`config.mk`:
```
export PLATFORM = sky130hd
export DESIGN_NAME = seg7_game_disp
export DESIGN_NICKNAME = d
export VERILOG_FILES = /design/src/rtl/seg7_game_disp.sv
export SDC_FILE = /design/constraint.sdc
export NUM_CORES = 1
export LEC_CHECK = 0
export ABC_AREA = 0
export CAP_MARGIN = 20
export CORE_MARGIN = 2
export CORE_UTILIZATION = 54
export CTS_CLUSTER_SIZE = 20
export DETAILED_ROUTE_END_ITERATION = 7
export PLACE_DENSITY = 0.8
export RECOVER_POWER = 25
export SLEW_MARGIN = 15
export SYNTH_ARGS = -nofsm -noshare
export SYNTH_HDL_FRONTEND = slang
export SYNTH_SLANG_ARGS = --single-unit
```
`constraint.sdc`:
```
create_clock -name CLK -period 1.76 [get_ports CLK]
set_input_delay 0.44 -clock CLK [delete_from_list [all_inputs] [get_ports CLK]]
set_output_delay 0.44 -clock CLK [all_outputs]
set_load 0.01 [all_outputs]
```
`src/rtl/seg7_game_disp.sv`:
```
// seg7_game_disp: registered multi-digit 7-segment driver for a reaction game.
// Define SEG7_GAME_BLINK_EN to blink the WRONG/OUCH glyphs from a free-running prescaler.
module seg7_game_disp #(
    parameter int NDIG    = 4,
    parameter int BLINK_W = 24
) (
    input  logic              CLK,
    input  logic              RST,
    input  logic [3:0]        STATE,
    input  logic [3:0]        QUE,
    input  logic [3:0]        DIN,
    input  logic              DIN_VLD,
    output logic [7*NDIG-1:0] nHEX
);

    localparam logic [6:0] G_BLANK = 7'b1111111;
    localparam logic [6:0] G_DASH  = 7'b0111111;
    localparam logic [6:0] G_A     = 7'b0001000;
    localparam logic [6:0] G_O     = 7'b1000000;
    localparam logic [6:0] G_U     = 7'b1000001;
    localparam logic [6:0] G_T     = 7'b0000111;
    localparam logic [6:0] G_E     = 7'b0000110;

    localparam logic [3:0] ST_READY = 4'b0010;
    localparam logic [3:0] ST_QUEST = 4'b0011;
    localparam logic [3:0] ST_INPUT = 4'b0100;
    localparam logic [3:0] ST_DRAW  = 4'b0110;
    localparam logic [3:0] ST_WRONG = 4'b0111;
    localparam logic [3:0] ST_GOOD  = 4'b1000;
    localparam logic [3:0] ST_OUCH  = 4'b1001;
    localparam logic [3:0] ST_WIN   = 4'b1010;
    localparam logic [3:0] ST_LOSE  = 4'b1011;

    if (NDIG < 2 || NDIG > 8) begin : g_bad_ndig
        $error("seg7_game_disp: NDIG out of range 2..8");
    end
    if (BLINK_W < 2 || BLINK_W > 32) begin : g_bad_blink_w
        $error("seg7_game_disp: BLINK_W out of range 2..32");
    end

    function automatic logic [6:0] dig_glyph(input logic [3:0] d);
        logic [6:0] g;
        case (d)
            4'd0:    g = 7'b1000000;
            4'd1:    g = 7'b1111001;
            4'd2:    g = 7'b0100100;
            4'd3:    g = 7'b0110000;
            4'd4:    g = 7'b0011001;
            4'd5:    g = 7'b0010010;
            4'd6:    g = 7'b0000010;
            4'd7:    g = 7'b1011000;
            4'd8:    g = 7'b0000000;
            4'd9:    g = 7'b0010000;
            default: g = G_BLANK;
        endcase
        return g;
    endfunction

    // Answer codes map onto the digit each key represents.
    function automatic logic [6:0] ans_glyph(input logic [3:0] c);
        logic [6:0] g;
        case (c)
            4'd0:    g = G_DASH;
            4'd1:    g = dig_glyph(4'd2);
            4'd2:    g = dig_glyph(4'd3);
            4'd3:    g = dig_glyph(4'd5);
            4'd4:    g = dig_glyph(4'd7);
            4'd5:    g = dig_glyph(4'd1);
            4'd6:    g = dig_glyph(4'd3);
            4'd7:    g = dig_glyph(4'd7);
            4'd8:    g = dig_glyph(4'd9);
            4'd9:    g = dig_glyph(4'd3);
            default: g = G_BLANK;
        endcase
        return g;
    endfunction

    logic [7*NDIG-1:0] nhex_q, nhex_d;
    logic [3:0]        prev_q, prev_d;
    logic [3:0]        hist_q [NDIG];
    logic [3:0]        hist_d [NDIG];
    logic              entering;

    assign entering = (STATE == ST_INPUT) && (prev_q != ST_INPUT);
    assign prev_d   = STATE;
    assign nHEX     = nhex_q;

`ifdef SEG7_GAME_BLINK_EN
    logic [BLINK_W-1:0] blink_q, blink_d;
    logic               blink_on;

    assign blink_d  = blink_q + 1'b1;
    assign blink_on = blink_q[BLINK_W-1];

    always_ff @(posedge CLK or posedge RST) begin
        if (RST) begin
            blink_q <= '0;
        end else begin
            blink_q <= blink_d;
        end
    end
`endif

    // A fresh entry wipes the history before the same-cycle strobe lands.
    always_comb begin
        for (int k = 0; k < NDIG; k++) begin
            hist_d[k] = entering ? 4'hF : hist_q[k];
        end
        if (STATE == ST_INPUT && DIN_VLD) begin
            for (int k = NDIG - 1; k > 0; k--) begin
                hist_d[k] = hist_d[k-1];
            end
            hist_d[0] = DIN;
        end
    end

    always_comb begin
        nhex_d = '1;
        unique case (1'b1)
            STATE == ST_READY: nhex_d[6:0] = G_A;
            STATE == ST_QUEST: nhex_d[6:0] = dig_glyph(QUE);
            STATE == ST_INPUT: begin
                if (!entering) begin
                    for (int k = 0; k < NDIG; k++) begin
                        nhex_d[7*k +: 7] = ans_glyph(hist_q[k]);
                    end
                end
            end
            STATE == ST_GOOD:  nhex_d[6:0] = G_O;
            STATE == ST_WRONG: nhex_d[6:0] = G_A;
            STATE == ST_OUCH:  nhex_d[6:0] = G_U;
            STATE == ST_DRAW:  nhex_d[6:0] = G_T;
            STATE == ST_WIN:   nhex_d[6:0] = G_E;
            STATE == ST_LOSE:  nhex_d[6:0] = G_O;
            default: ;
        endcase
`ifdef SEG7_GAME_BLINK_EN
        if ((STATE == ST_WRONG || STATE == ST_OUCH) && blink_on) begin
            nhex_d = '1;
        end
`endif
    end

    always_ff @(posedge CLK or posedge RST) begin
        if (RST) begin
            nhex_q <= '1;
            prev_q <= 4'b0000;
            for (int k = 0; k < NDIG; k++) begin
                hist_q[k] <= 4'hF;
            end
        end else begin
            nhex_q <= nhex_d;
            prev_q <= prev_d;
            for (int k = 0; k < NDIG; k++) begin
                hist_q[k] <= hist_d[k];
            end
        end
    end

endmodule

```
-- After elaboration in Yosys (flattened, before gate mapping)
Memory sizes are Yosys's and may differ from the RTL's.
Cells that the tools add are included.
- word-level logic and storage cells: 34
- register bits after elaboration: 48
- output and inout bits: 28
- memories: 5
- ROM bits: 560
- input bits: 15
- memory list (memory ; depth ; width ; rd ports ; clocked after memory_dff ; wr ports ; RTL line ; RTL):
    (name not given) ; 16 ; 7 ; 1 ; 0 ; 0 ; 43 ; case (d)
    (name not given) ; 16 ; 7 ; 1 ; 0 ; 0 ; 62 ; case (c)
    (name not given) ; 16 ; 7 ; 1 ; 0 ; 0 ; 62 ;
    (name not given) ; 16 ; 7 ; 1 ; 0 ; 0 ; 62 ;
    (name not given) ; 16 ; 7 ; 1 ; 0 ; 0 ; 62 ;
- eq/ne operators: 10
- muxes and demuxes: 8
- reductions and logical operators: 5
- operators with widths (kind ; count):
    one-hot mux 7 bit (7 select lines) ; 1
    two-way mux 28 bit ; 1
    two-way mux 21 bit ; 1
    == test 4 bit, second input constant ; 4
    two-way mux 16 bit ; 1
    two-way mux 4 bit ; 4
    == test 4 x 3 -> 1 bit, second input constant ; 3
    == test 4 x 2 -> 1 bit, second input constant ; 2
    inequality test 4 x 3 -> 1 bit, second input constant ; 1
    OR reduction 2 bit ; 2
    logical AND 1 bit ; 2
    nonzero test 2 bit ; 1

-- Longest topological paths before layout
- depth after elaboration: 4
- depth in mapped cells: 6
- mapped depth without buffers: 6

-- Worst setup path after synthesis
Ideal clock, no wire load.
- path kind: register to register
- from: register prev_q[1]
- to: register nhex_q[1] (netlist: nHEX[1])
- setup slack: 0.134 ns
- arrival time: 1.544 ns
- library setup time: 0.082 ns
- path buffers: 0
- data required time: 1.678 ns
- cell stages (with the launch flop): 5
- path through: dfrtp_1 -> or4b_4 -> nor3b_4 -> o311ai_1 -> a211o_1
- word-level cells in the longest chain between the ends: 4
- RTL lines (item ; RTL line ; RTL):
    from (decl) ; 79 ; logic [3:0] prev_q, prev_d;
    from (signal assigned) ; 153 ; prev_q <= prev_d;
    inequality test 4 x 3 -> 1 bit ; 84 ; assign entering = (STATE == ST_INPUT) && (prev_q != ST_INPUT);
    logical AND 1 bit ; 84 ;
    two-way mux 28 bit ; 123 ; if (!entering) begin
    one-hot mux 7 bit (7 select lines) ; 119 ; unique case (1'b1)
    via nhex_d[1] ; 78 ; logic [7*NDIG-1:0] nhex_q, nhex_d;
    to (signal assigned) ; 152 ; nhex_q <= nhex_d;
    to (decl) ; 78 ;
The timed path passes the listed nets, and every way through them passes these cells.
A chain may end at the register's enable or synchronous reset.

-- Worst setup path after layout
- from: register prev_q[3]
- to: register nhex_q[1] (netlist: nHEX[1])
The elaborated chain is that of the path after synthesis.

==> results.md <==
* Crit path arrival time at 1.97 ns
* Slew Viols, Final at 0
* Initial antenna violation count at 0
* Max-Cap Viols at 0
* Fin crit share at 0.989
* Multiplexer area fraction after synthesis at 0.0186
* N_diodes at 0
* Grt ovf at 0
* Synth async-reset ratio at 1.00
* Post-synthesis cell count at 279
* Initial core utilization at 0.571
* Fin crit period at 1.74 ns
* Row count at 25
* I/O pin count at between 40 and 50
* Critical path class: reg -> reg
* Syn avg cell area at 9.86 sq um
* PortBufs at 42
* Area delta synth->final at 27.9%
* Total GRT Usage at 0.216
* Sequential share of the synthesized area at 0.457
* Pwr/cell area at 798 mW/mm^2
* Unrepaired setup endpoints after global routing: true
* Share of the synthesized area in the top cell type at 0.420
* Xor/xnor share of the synthesized area at 0.00318
* Leak Pwr at 0.00152 uW
* Clock-pin slew on the worst setup and hold paths at 0.08 ns
* Compound-Gate Fraction of Synth Area at 0.162
* GPL Wtd Cong at approximately 0.83
* Mapped Area at 0.00275 sq mm
* Worst Hold Class: reg -> reg
* Die height at 75.4 microns
* Net count after synthesis at 323
* Num CTS Buffers at 5
* Layout Nets at slightly below 400
* Vias per inst at approximately 5.4
* Bufs on Longest Clock Path at 2
* DP HPWL at 4.03 mm
* DRC at 0
* Total Power at 2810 uW
* Setup Skew at 0.00539 ns
* Status: finished clean
* CTS tree: done
* Routed len/inst at 13.6 microns
* Cell with the most instances after synthesis: dfstp_2
* Synth unique cells at 45
* Layout cells sized above 1 at 0.270
* CP Max Fanout at 3
* Worst-Skew Late Latency at 0.30 ns
* Main combinational cell family by area after synthesis: simple AND/OR/NAND/NOR gates
* Final non-filler cell total at slightly above 400
* Max H-tree Level at 2
* Synth Flop Type: dfstp_2
* Post-Synth Adder-Cell Area at 0.132
* Final ANT Viol Nets at 0
* CTS sink cnt at 48
* First DRT Iteration DRCs at 95
* Vias post-DR at 2209
* Final Hold Fails at 0
* Core area at 0.00482 sq mm
* Die area at 0.00568 sq mm
* Root Buffer: clkbuf_8
* #FFs+latches synth at 48
* Fmax achieved at 575 MHz
* Detailed Routing Iterations Pass 1 at 4
* CP Capture Type: flip-flop
* Worst slew pin tran at ~1.1 ns
* Syn. warnings at 0
* Final wirelength at 5.54 mm
* # setup viols final at 0
* Post-synthesis simple-gate area fraction at 0.176
* Synth cell count leaders: 44 x dfstp_2, 32 x nand2_1, 29 x ha_1
* Placed cell count at 399
* Maximum VDD drop at 0.000471 V
* Synth top area cells: dfstp_2 42%, ha_1 13%, nand2_1 4.4%
* Max_slew headroom at 0.261
* Worst EP required at 1.99 ns
* Post-synth EDFFs at 0
* Vias in the first global route at approximately 2100
* Chip Width at 75.4 microns
* First-pass GRT wire length at 9.43 mm
* Pin count of the biggest net entering global routing at 49
* CP startpoint kind: flip-flop
* Synth area leader: dfstp_2
-- repair_timing --
action / 4_1_cts / 5_1_grt
pin swaps: 0 / 4
cloned: 0 / 1
resized for setup: 28 / 8
setup buffers: 0 / 1
hold buffers: 0 / 0
setup endpoints to repair: 28 / 15
-- cell families (layout without fill, tap and decap cells) --
logic type | count (synthesis) | after routing
AND/OR/NAND/NOR | 93 | 93
AO/OA/AOI/OAI | 67 | 67
flip-flops | 48 | 48
buffers and inverters | 36 | 98
adder cells (fa/ha/maj) | 29 | 29
multiplexers | 5 | 5
XOR/XNOR | 1 | 1
-- power breakdown --
group	total [uW]	switching (uW)	internal (uW)	leakage [uW]
combinational	673	354	319	0.000959
sequential	1470	193	1280	0.000510
clock	664	351	313	0.0000473
total	2810	898	1910	0.00152
-- layout make-up --
cell class	count	area, sq um
Fill cell	366	1300
Sequential cell	48	1260
Inverter	17	63.8
Clock inverter	1	8.76
Tap cell	67	83.8
Timing Repair Buffer	74	657
Clock buffer	6	82.6
Multi-Input combinational cell	195	1370
-- routing by layer --
layer	share of wire	track usage	up-vias
met1	0.46	0.290	1040
met3	0.051	0.0542	14
met5	0	0	-
met4	0.020	0.0799	0
li1	-	-	1100
met2	0.47	0.341	55
-- path summary, 6_finish.rpt --
check	from	to	slack, ns	depth (start not counted)
hold / removal	hist_q[8]	hist_q[8]	0.55	2
setup / recovery	prev_q[3]	nHEX[1]	0.02	4
hold reg to reg	hist_q[8]	hist_q[8]	0.55	2
setup reg to reg	prev_q[3]	nHEX[1]	0.02	4
min in group asynchronous	RST	prev_q[3]	0.80	3
max in group asynchronous	RST	prev_q[1]	0.31	3
-- critical path: stages, from the launching register on --
cell,delay [ns]
dfrtp_1,0.37
or4b_4,0.56
nor3b_4,0.27
o311ai_1,0.15
a211o_1,0.32
-- state kept, by name, indices dropped and copies added, names as in the netlist --
| name | cells |
|---|---|
| nHEX | 28 |
| hist_q | 16 |
| prev_q | 4 |
-- metrics by stage --
| stage | setup WS [ns] | utilization | TNS (ns) | cell area (sq um) | hold slack (ns) |
|---|---|---|---|---|---|
| after floorplan | 0.134 | - | 0 | 2750 | 0.471 |
| after global placement | -0.258 | 0.711 | -7.89 | 3430 | 0.521 |
| after detailed placement | -0.267 | 0.711 | -8.40 | 3430 | 0.542 |
| after CTS | 0.0136 | 0.723 | 0 | 3480 | 0.498 |
| after global routing | -0.0395 | 0.731 | -0.135 | 3520 | 0.581 |
| final | 0.0195 | 0.731 | 0 | 3520 | 0.548 |
-- cells in the final DEF, fill, tap and decap left out, drive strengths merged, types with 2 or more instances in the layout --
master         netlist  final
a211oi               2      2
a21oi                8      8
a2bb2oi              2      2
a31oi                2      2
and2                 3      3
and3b                2      2
buf                  4     30
clkbuf              15      8
clkdlybuf4s50        0     14
clkinv               0      2
dfrtp                4      4
dfstp               44     44
dlygate4sd2          0     28
ha                  29     29
inv                 17     16
mux2i                4      4
nand2               32     32
nand2b               2      2
nand3               13     13
nand3b               2      2
nor2                16     16
nor2b                7      7
nor3                 2      2
nor3b                4      4
o211ai              10     10
o21ai               17     17
o22a                 4      4
o22ai               10     10
o311ai               4      4
or3                  5      5
(Power assumes the default switching activity.)
